<file path="src/rtl/ctrl_pkg.sv">
// Shared definitions for the microcore control FSM: state codes, opcode
// classes and the per-state datapath enable decode.
package ctrl_pkg;

  typedef enum logic [3:0] {
    S_PC        = 4'd0,
    S_FETCH     = 4'd1,
    S_LDR       = 4'd2,
    S_ARIT      = 4'd3,
    S_WB_RD     = 4'd4,
    S_LOGIC     = 4'd5,
    S_WB_R0     = 4'd6,
    S_JMP       = 4'd7,
    S_STEP_WAIT = 4'd8,
    S_HALT      = 4'd9,
    S_ERR       = 4'd10
  } state_t;

  localparam logic [2:0] OP_LDR   = 3'b000;
  localparam logic [2:0] OP_LOGIC = 3'b001;
  localparam logic [2:0] OP_ARIT0 = 3'b010;
  localparam logic [2:0] OP_ARIT1 = 3'b011;
  localparam logic [2:0] OP_JMP   = 3'b100;
  localparam logic [2:0] OP_NOP   = 3'b101;
  localparam logic [2:0] OP_ILL   = 3'b110;
  localparam logic [2:0] OP_HALT  = 3'b111;

  typedef struct packed {
    logic ena_pc;
    logic ena_ri;
    logic ena_wr;
    logic ena_ula;
    logic ld_pc;
    logic sel_r0_rd;
    logic sel_addr_data;
    logic sel_ldr_ula;
    logic err;
  } ctrl_out_t;

  function automatic ctrl_out_t decode_outs(input state_t s);
    ctrl_out_t o;
    o = '0;
    case (s)
      S_PC:    o.ena_pc = 1'b1;
      S_FETCH: o.ena_ri = 1'b1;
      S_LDR: begin
        o.ena_wr      = 1'b1;
        o.sel_r0_rd   = 1'b1;
        o.sel_ldr_ula = 1'b1;
      end
      S_ARIT, S_LOGIC: begin
        o.sel_addr_data = 1'b1;
        o.ena_ula       = 1'b1;
      end
      S_WB_RD: begin
        o.ena_wr    = 1'b1;
        o.sel_r0_rd = 1'b1;
      end
      S_WB_R0: o.ena_wr = 1'b1;
      S_JMP: begin
        o.ena_pc = 1'b1;
        o.ld_pc  = 1'b1;
      end
      S_ERR:   o.err = 1'b1;
      default: ;
    endcase
    return o;
  endfunction

  function automatic logic is_watched(input state_t s);
    return s inside {S_PC, S_FETCH, S_LDR, S_ARIT, S_WB_RD, S_LOGIC, S_WB_R0, S_JMP};
  endfunction

endpackage

</file>
<file path="src/rtl/ctrl_fsm_gen_ack_watchdog.sv">
// Handshake watchdog: counts cycles spent in a watched state and flags the
// last cycle before the ack budget runs out.
module ack_watchdog #(
  parameter int unsigned ACK_TIMEOUT = 15,
  parameter int unsigned TO_W        = 4
) (
  input  logic clk,
  input  logic rst,
  input  logic watch,
  input  logic restart,
  output logic expired
);

  localparam logic [TO_W-1:0] LIMIT = TO_W'(ACK_TIMEOUT == 0 ? 0 : ACK_TIMEOUT - 1);

  logic [TO_W-1:0] cnt;

  always_ff @(posedge clk or negedge rst) begin
    if (!rst) begin
      cnt <= '0;
    end else if (restart) begin
      cnt <= '0;
    end else if (watch && (cnt != '1)) begin
      cnt <= cnt + TO_W'(1);
    end
  end

  assign expired = (ACK_TIMEOUT != 0) && watch && (cnt == LIMIT);

endmodule

</file>
<file path="src/rtl/ctrl_fsm_gen.sv">
// Microcore control FSM: PC -> fetch -> execute -> writeback sequencing with
// handshake watchdog, single-step, halt/error parking and retire counting.
module ctrl_fsm_gen
  import ctrl_pkg::*;
#(
  parameter int unsigned MNM_W       = 3,
  parameter int unsigned ACK_TIMEOUT = 15,
  parameter int unsigned TO_W        = 4,
  parameter int unsigned CNT_W       = 8
) (
  input  logic             clk,
  input  logic             rst,
  input  logic [MNM_W-1:0] mnm_in,
  input  logic             pc_ack,
  input  logic             ri_ack,
  input  logic             ula_ack,
  input  logic             wr_ack,
  input  logic             step_en,
  input  logic             step,
  input  logic             resume,
  input  logic             clr_err,
  output logic             ena_pc,
  output logic             ena_ri,
  output logic             ena_wr,
  output logic             ena_ula,
  output logic             ld_pc,
  output logic             sel_r0_rd,
  output logic             sel_addr_data,
  output logic             sel_ldr_ula,
  output logic             err,
  output logic [3:0]       err_state,
  output logic [CNT_W-1:0] retired,
  output logic [3:0]       state_out
);

  state_t    state, state_nxt;
  ctrl_out_t outs_q;
  logic      expired;
  logic      retire;
  logic [2:0] op;
  logic      unused_mnm;

  assign op         = mnm_in[2:0];
  assign unused_mnm = ^mnm_in;

  ack_watchdog #(
    .ACK_TIMEOUT (ACK_TIMEOUT),
    .TO_W        (TO_W)
  ) u_wdog (
    .clk     (clk),
    .rst     (rst),
    .watch   (is_watched(state)),
    .restart (state_nxt != state),
    .expired (expired)
  );

  // Each handshake state tests its own ack first so an ack arriving in the
  // timeout cycle still advances normally.
  always_comb begin
    state_nxt = state;
    case (state)
      S_PC: begin
        if (pc_ack)       state_nxt = (step_en && !step) ? S_STEP_WAIT : S_FETCH;
        else if (expired) state_nxt = S_ERR;
      end
      S_STEP_WAIT: if (step) state_nxt = S_FETCH;
      S_FETCH: begin
        if (ri_ack) begin
          case (op)
            OP_LDR:             state_nxt = S_LDR;
            OP_LOGIC:           state_nxt = S_LOGIC;
            OP_ARIT0, OP_ARIT1: state_nxt = S_ARIT;
            OP_JMP:             state_nxt = S_JMP;
            OP_NOP:             state_nxt = S_PC;
            OP_ILL:             state_nxt = S_ERR;
            default:            state_nxt = S_HALT;
          endcase
        end else if (expired) begin
          state_nxt = S_ERR;
        end
      end
      S_LDR, S_WB_RD, S_WB_R0: begin
        if (wr_ack)       state_nxt = S_PC;
        else if (expired) state_nxt = S_ERR;
      end
      S_ARIT: begin
        if (ula_ack)      state_nxt = S_WB_RD;
        else if (expired) state_nxt = S_ERR;
      end
      S_LOGIC: begin
        if (ula_ack)      state_nxt = S_WB_R0;
        else if (expired) state_nxt = S_ERR;
      end
      S_JMP: begin
        if (pc_ack)       state_nxt = S_FETCH;
        else if (expired) state_nxt = S_ERR;
      end
      S_HALT:  if (resume)  state_nxt = S_PC;
      S_ERR:   if (clr_err) state_nxt = S_FETCH;
      default: state_nxt = S_FETCH;
    endcase
  end

  always_comb begin
    retire = 1'b0;
    if (state_nxt == S_PC && (state inside {S_LDR, S_WB_RD, S_WB_R0, S_FETCH}))
      retire = 1'b1;
    if (state == S_JMP && state_nxt == S_FETCH)
      retire = 1'b1;
  end

  // Outputs are decoded from the next state so they stay Moore yet registered.
  always_ff @(posedge clk or negedge rst) begin
    if (!rst) begin
      state     <= S_FETCH;
      outs_q    <= decode_outs(S_FETCH);
      err_state <= '0;
      retired   <= '0;
    end else begin
      state  <= state_nxt;
      outs_q <= decode_outs(state_nxt);
      if (state_nxt == S_ERR && state != S_ERR)
        err_state <= state;
      if (retire)
        retired <= retired + CNT_W'(1);
    end
  end

  assign ena_pc        = outs_q.ena_pc;
  assign ena_ri        = outs_q.ena_ri;
  assign ena_wr        = outs_q.ena_wr;
  assign ena_ula       = outs_q.ena_ula;
  assign ld_pc         = outs_q.ld_pc;
  assign sel_r0_rd     = outs_q.sel_r0_rd;
  assign sel_addr_data = outs_q.sel_addr_data;
  assign sel_ldr_ula   = outs_q.sel_ldr_ula;
  assign err           = outs_q.err;
  assign state_out     = state;

endmodule

</file>
<file path="config.mk">
export PLATFORM = sky130hd
export DESIGN_NAME = ctrl_fsm_gen
export DESIGN_NICKNAME = d
export VERILOG_FILES = /design/src/rtl/ctrl_pkg.sv /design/src/rtl/ctrl_fsm_gen_ack_watchdog.sv /design/src/rtl/ctrl_fsm_gen.sv
export SDC_FILE = /design/constraint.sdc
export NUM_CORES = 1
export LEC_CHECK = 0
export ABC_CLOCK_PERIOD_IN_PS = 3300
export BUFFER_PORTS_ARGS = -buffer_cell sky130_fd_sc_hd__buf_2
export CAP_MARGIN = 20
export CORE_AREA = 2 2 69 71
export DETAILED_ROUTE_END_ITERATION = 8
export DIE_AREA = 0 0 71 73
export REMOVE_ABC_BUFFERS = 1
export SYNTH_ARGS = -nofsm -noshare
export SYNTH_HDL_FRONTEND = slang
export SYNTH_SLANG_ARGS = --single-unit
</file>
<file path="constraint.sdc">
create_clock -name clk -period 3.3 [get_ports clk]
set_input_delay 0.165 -clock clk [delete_from_list [all_inputs] [get_ports clk]]
set_output_delay 0.165 -clock clk [all_outputs]
set_load 0.02 [all_outputs]
</file>
# After elaboration in Yosys (flattened, before gate mapping)
# Cells that the tools add are included.
[classes]
add_sub_neg = 2
eq_ne = 28
muxes = 25
reduce_logical = 19
[op_table]
columns = ["operator", "count"]
rows = [
  ["2-to-1 mux 4 bit", 13],
  ["case mux 4 bit (9 select lines)", 1],
  ["equality test 4 x 3 -> 1 bit (second input constant)", 8],
  ["case mux 4 bit (6 select lines)", 1],
  ["equality test 4 bit (second input constant)", 5],
  ["equality test 4 x 2 -> 1 bit (second input constant)", 4],
  ["2-to-1 mux 1 bit", 10],
  ["equality test 3 bit (second input constant)", 3],
  ["adder 8 x 1 -> 8 bit (second input constant)", 1],
  ["equality test 4 x 1 -> 1 bit (second input constant)", 2],
  ["zero test 4 bit", 2],
  ["!= test 4 bit (second input constant)", 2],
  ["nonzero test 8 bit", 1],
  ["OR reduction 2 bit", 4],
  ["equality test 3 x 2 -> 1 bit (second input constant)", 2],
  ["logical AND 1 bit", 6],
  ["OR reduction 3 bit", 2],
  ["adder 4 x 1 -> 4 bit (second input constant)", 1],
  ["!= test 4 bit", 1],
  ["nonzero test 4 bit", 1],
  ["equality test 3 x 1 -> 1 bit (second input constant)", 1],
  ["zero test 3 bit", 1],
  ["nonzero test 2 bit", 1],
  ["zero test 1 bit", 1],
]
[totals]
reg_bits = 28
inputBits = 13
output_inout_bits = 25
elab_cells = 86

# Logic depth before layout (Yosys ltp)
[depth]
depth_word = 10
ltp_mapped = 9
ltp_nobuf = 9

# Cells and area by module
# Synthesis repeated with hierarchy kept, for this count alone.
[hier_totals]
cells_unflattened = 177
hier_area_um2 = 1747.9
[modules_own_cells]
columns = ["module", "n_inst", "cells_each", "area_each_um2", "seq_area_each_um2"]
rows = [
  ["ctrl_fsm_gen", 1, 154, 1487.7, 603.1],
  ["ack_watchdog", 1, 23, 260.2, 100.1],
]

# Worst setup path after synthesis
# No wires, ideal clock.
[synth_path]
kind = "register to register"
start = "register state[0] (netlist: state_out[0])"
end = "register retired[6]"
setup_ns = 0.080
arrival_ns = 2.307
t_required_ns = 3.220
setup_slack_ns = 0.913
path_stages_with_launch = 8
path_buffers = 1
period_less_slack_ns = 2.387
cell_sequence = "dfstp_2 -> buf_2 -> or3_1 -> a2111oi_0 -> or4_4 -> a2111oi_4 -> and4_1 -> xnor2_1"
[synth_via]
elab_chain_len = 10
word_cells_on_any_way = 32
classes_between = "11 x eq/ne; 13 x mux; 8 x reduce/logical"
[synth_rtl]
columns = ["element", "line_no", "source"]
rows = [
  ["from (decl)", "ctrl_fsm_gen.sv:36", "state_t state, state_nxt;"],
  ["from (signal assigned)", "ctrl_fsm_gen.sv:120", "state <= state_nxt;"],
  ["equality test 4 x 1 -> 1 bit, or another cell as far along", "ctrl_pkg.sv:71, ctrl_fsm_gen.sv:61, ctrl_fsm_gen.sv:106", ""],
  ["nonzero test 8 bit", "ctrl_pkg.sv:71", "return s inside {S_PC, S_FETCH, S_LDR, S_ARIT, S_WB_RD, S_LOGIC, S_WB_R0, S_JMP};"],
  ["logical AND 1 bit", "ctrl_fsm_gen_ack_watchdog.sv:28", "assign expired = (ACK_TIMEOUT != 0) && watch && (cnt == LIMIT);"],
  ["2-to-1 mux 4 bit", "n/a", ""],
  ["2-to-1 mux 4 bit, or another cell as far along", "ctrl_fsm_gen.sv:95", "if (pc_ack) state_nxt = S_FETCH;"],
  ["case mux 4 bit (9 select lines)", "ctrl_fsm_gen.sv:61", "case (state)"],
  ["zero test 4 bit", "ctrl_fsm_gen.sv:106", "if (state_nxt == S_PC && (state inside {S_LDR, S_WB_RD, S_WB_R0, S_FETCH}))"],
  ["logical AND 1 bit", "ctrl_fsm_gen.sv:106", ""],
  ["2-to-1 mux 1 bit", "ctrl_fsm_gen.sv:106", ""],
  ["2-to-1 mux 1 bit *", "ctrl_fsm_gen.sv:108", "if (state == S_JMP && state_nxt == S_FETCH)"],
  ["to (signal assigned)", "ctrl_fsm_gen.sv:125", "retired <= retired + CNT_W'(1);"],
  ["to (decl)", "ctrl_fsm_gen.sv:32", "output logic [CNT_W-1:0] retired,"],
]
# Every way passes the cells marked *; elsewhere a longest branch is shown, timed or not.
# A chain may end at the register's enable or synchronous reset.

# Worst setup path after layout
[layout_path]
start = "register state[2] (netlist: state_out[2])"
end = "register retired[6]"
# Same word-level chain as after synthesis.

==> impl_metrics.ini <==
[job]
cap_viol_max_count = 0

[layout]
stdcell_area_um2 = 2020
final_nets = 231
seq_area_um2 = 703
final_common_cell = buf_2
fill_cells = 435
diodes = 0
final_cell_mix = buf_2 (37), dfrtp_1 (26), inv_1 (12)
area_growth_pct = 16.7
multi_input_area_um2 = 930
drive_gt1_share_pct = 24.3

[floorplan]
dieWidth_um = 71
die_y_um = 73
initial_core_util_pct = 38.1
ios = 38
core.rowCount = 25
core_um2 = 4540
die-area_um2 = 5180

[synthesis]
synth_cell_type_count = 55
seq_area_frac_synth_pct = 40.7
synth_edf_count = 0
netlist_area_um2 = 1730
yosysTopAreaCell = dfrtp_1
netlist.area_leader.share_pct = 37.7
syn_inst = 180
avgSynthCellArea_um2 = 9.59
ys_top_cells_by_area = dfrtp_1 (38%), xnor2_1 (5.1%), dfstp_2 (3.0%)
synthFlopType = dfrtp_1
synthArstFlopShare_pct = 100
synth-seq-cells = 28
yosys_warnings = 0

[timing]
hold_viol_final = 0
hold_ws_ns = 0.432
slew_violations = 0
setup_viol = 0
period_minus_slack_ns = 2.65
setup_slack_ns = 0.648
fmax_ghz = 0.377
tns_ns = 0
grt_setup_unrepaired = no
min_period_over_period_pct = 80.4
skew_ns = 0.00424
slew_headroom_pct = 56.4
worstMarginPinSlew_ns = 0.654

[worst_setup_path]
rr_endpoint = retired[6]
start_kind = flip-flop
cp_data_arrival_time_ns = 2.86
critPathKind = reg2reg
rr_worst_depth = 6
rr_startpoint = state_out[2]
critPathRequiredTime_ns = 3.51
rrSetupSlack_ns = 0.65
cp_max_fo = 22
crit_path_end_kind = flip-flop

[clock_network]
cts_tree = done
cts_sinks = 28
htreeDepth = 1
postCtsSetupRepairBufs = 0
cts_buffer_depth = 2
ctsRootBufferMaster = clkbuf_8
cts_buffers = 3
clock_latency_ns = 0.27
clk_pin_slew_ns = 0.09

[pwr]
peakVddDrop_mv = 0.359
powerDensity_nw_per_um2 = 928
p_leak_nw = 0.924
finalPower_mw = 1.87

[global_route]
antenna_found_initial = 0
grt_pass1_vias = 1376
gr-total-overflow = 0
grt_pass1_wl_um = 6330
grt_max_degree = 29
track_usage_pct = 15.4

[drt]
vias = 1473
drc = 0
dr.pass1.iters = 4
drt-total-wl_um = 3830
via_per_inst = 5.50
ant_nets = 0
drt_first_iter_violations = 59
wl_per_cell_um = 14.3

[placement]
gp_congestion = 0.859
post-place-ws_ns = 0.664
place_area_um2 = 1930
port_buffers = 37
dp_hpwl_um = 2870

[hold_path]
hold_class = in2async

[status]
status = finished clean
-- repair_timing --
action                                  CTS  global route
endpoints found under the setup margin    0             0
gates resized for setup                   0             0
hold endpoints to repair                 26             0
hold buffers                              1             0
-- kinds of logic (layout without fill, tap and decap cells) --
family | Yosys count | in the layout | synth area share (%)
AO/OA/AOI/OAI | 43 | 43 | 19.5
XOR/XNOR | 13 | 13 | 6.59
adder cells (fa/ha/maj) | 3 | 3 | 2.17
buffers and inverters | 21 | 55 | 5.43
flip-flops | 28 | 28 | 40.7
multiplexers | 3 | 3 | 1.88
AND/OR/NAND/NOR | 69 | 69 | 23.7
-- state kept, by name, summed over array words and instances, names as in the netlist, 4 cells and up --
signal	flops
retired	8
err_state	4
u_wdog.cnt	4
state_out	4
-- per-layer routing --
layer | GRT usage, % | wire length [um] | vias to the layer above
met1 | 19.1 | 1760 | 709
li1 | - | - | 728
met5 | 0 | 0 | -
met4 | 4.82 | 50 | 0
met2 | 26.7 | 1880 | 30
met3 | 3.31 | 127 | 6
-- critical path: stages (launching register included) --
cell and delay (ns):
dfrtp_1 0.77, or3_1 0.23, a2111oi_0 0.10, or4_4 0.53
a2111oi_4 0.56, and4_1 0.28, xnor2_1 0.11
-- worst max-delay path by stage --
stage | from | to | slack [ns]
5_1_grt | state_out[1] | u_wdog.cnt[1] | 0.48
2_1_floorplan | state_out[1] | retired[6] | 0.84
6_report | state_out[2] | retired[6] | 0.65
4_1_cts | state_out[2] | retired[6] | 0.65
3_5_place_dp | state_out[1] | retired[6] | 0.66
3_3_place_gp | state_out[2] | retired[3] | 0.68
-- layout make-up --
type | instances | area share, %
multi-input combinational | 131 | 46.1
clock inverter | 1 | 1.49
clock buffer | 3 | 2.05
sequential | 28 | 34.9
tap | 54 | 3.35
timing repair buffer | 38 | 9.68
inverter | 13 | 2.42
-- where the power goes --
group          internal (mW)  switching, mW
clock                  0.162          0.105
sequential             0.456          0.152
combinational          0.385          0.611
total                   1.00          0.868
-- cells in the mapped netlist, types with 5 or more instances --
| library cell | number |
|---|---|
| nand4_1 | 6 |
| nor2_1 | 10 |
| xnor2_1 | 10 |
| a21oi_1 | 8 |
| nor2b_1 | 6 |
| nand3_1 | 6 |
| dfrtp_1 | 26 |
| inv_1 | 12 |
| nand2_1 | 10 |
| buf_2 | 6 |
| nor3_1 | 5 |
-- through the flow --
stage,util [%],std cells
after floorplan,-,172
after global placement,42.6,263
after detailed placement,42.6,263
after CTS,44.4,268
after global routing,44.4,268
final,44.4,268
Note: power is estimated with default switching activity, not from simulation.
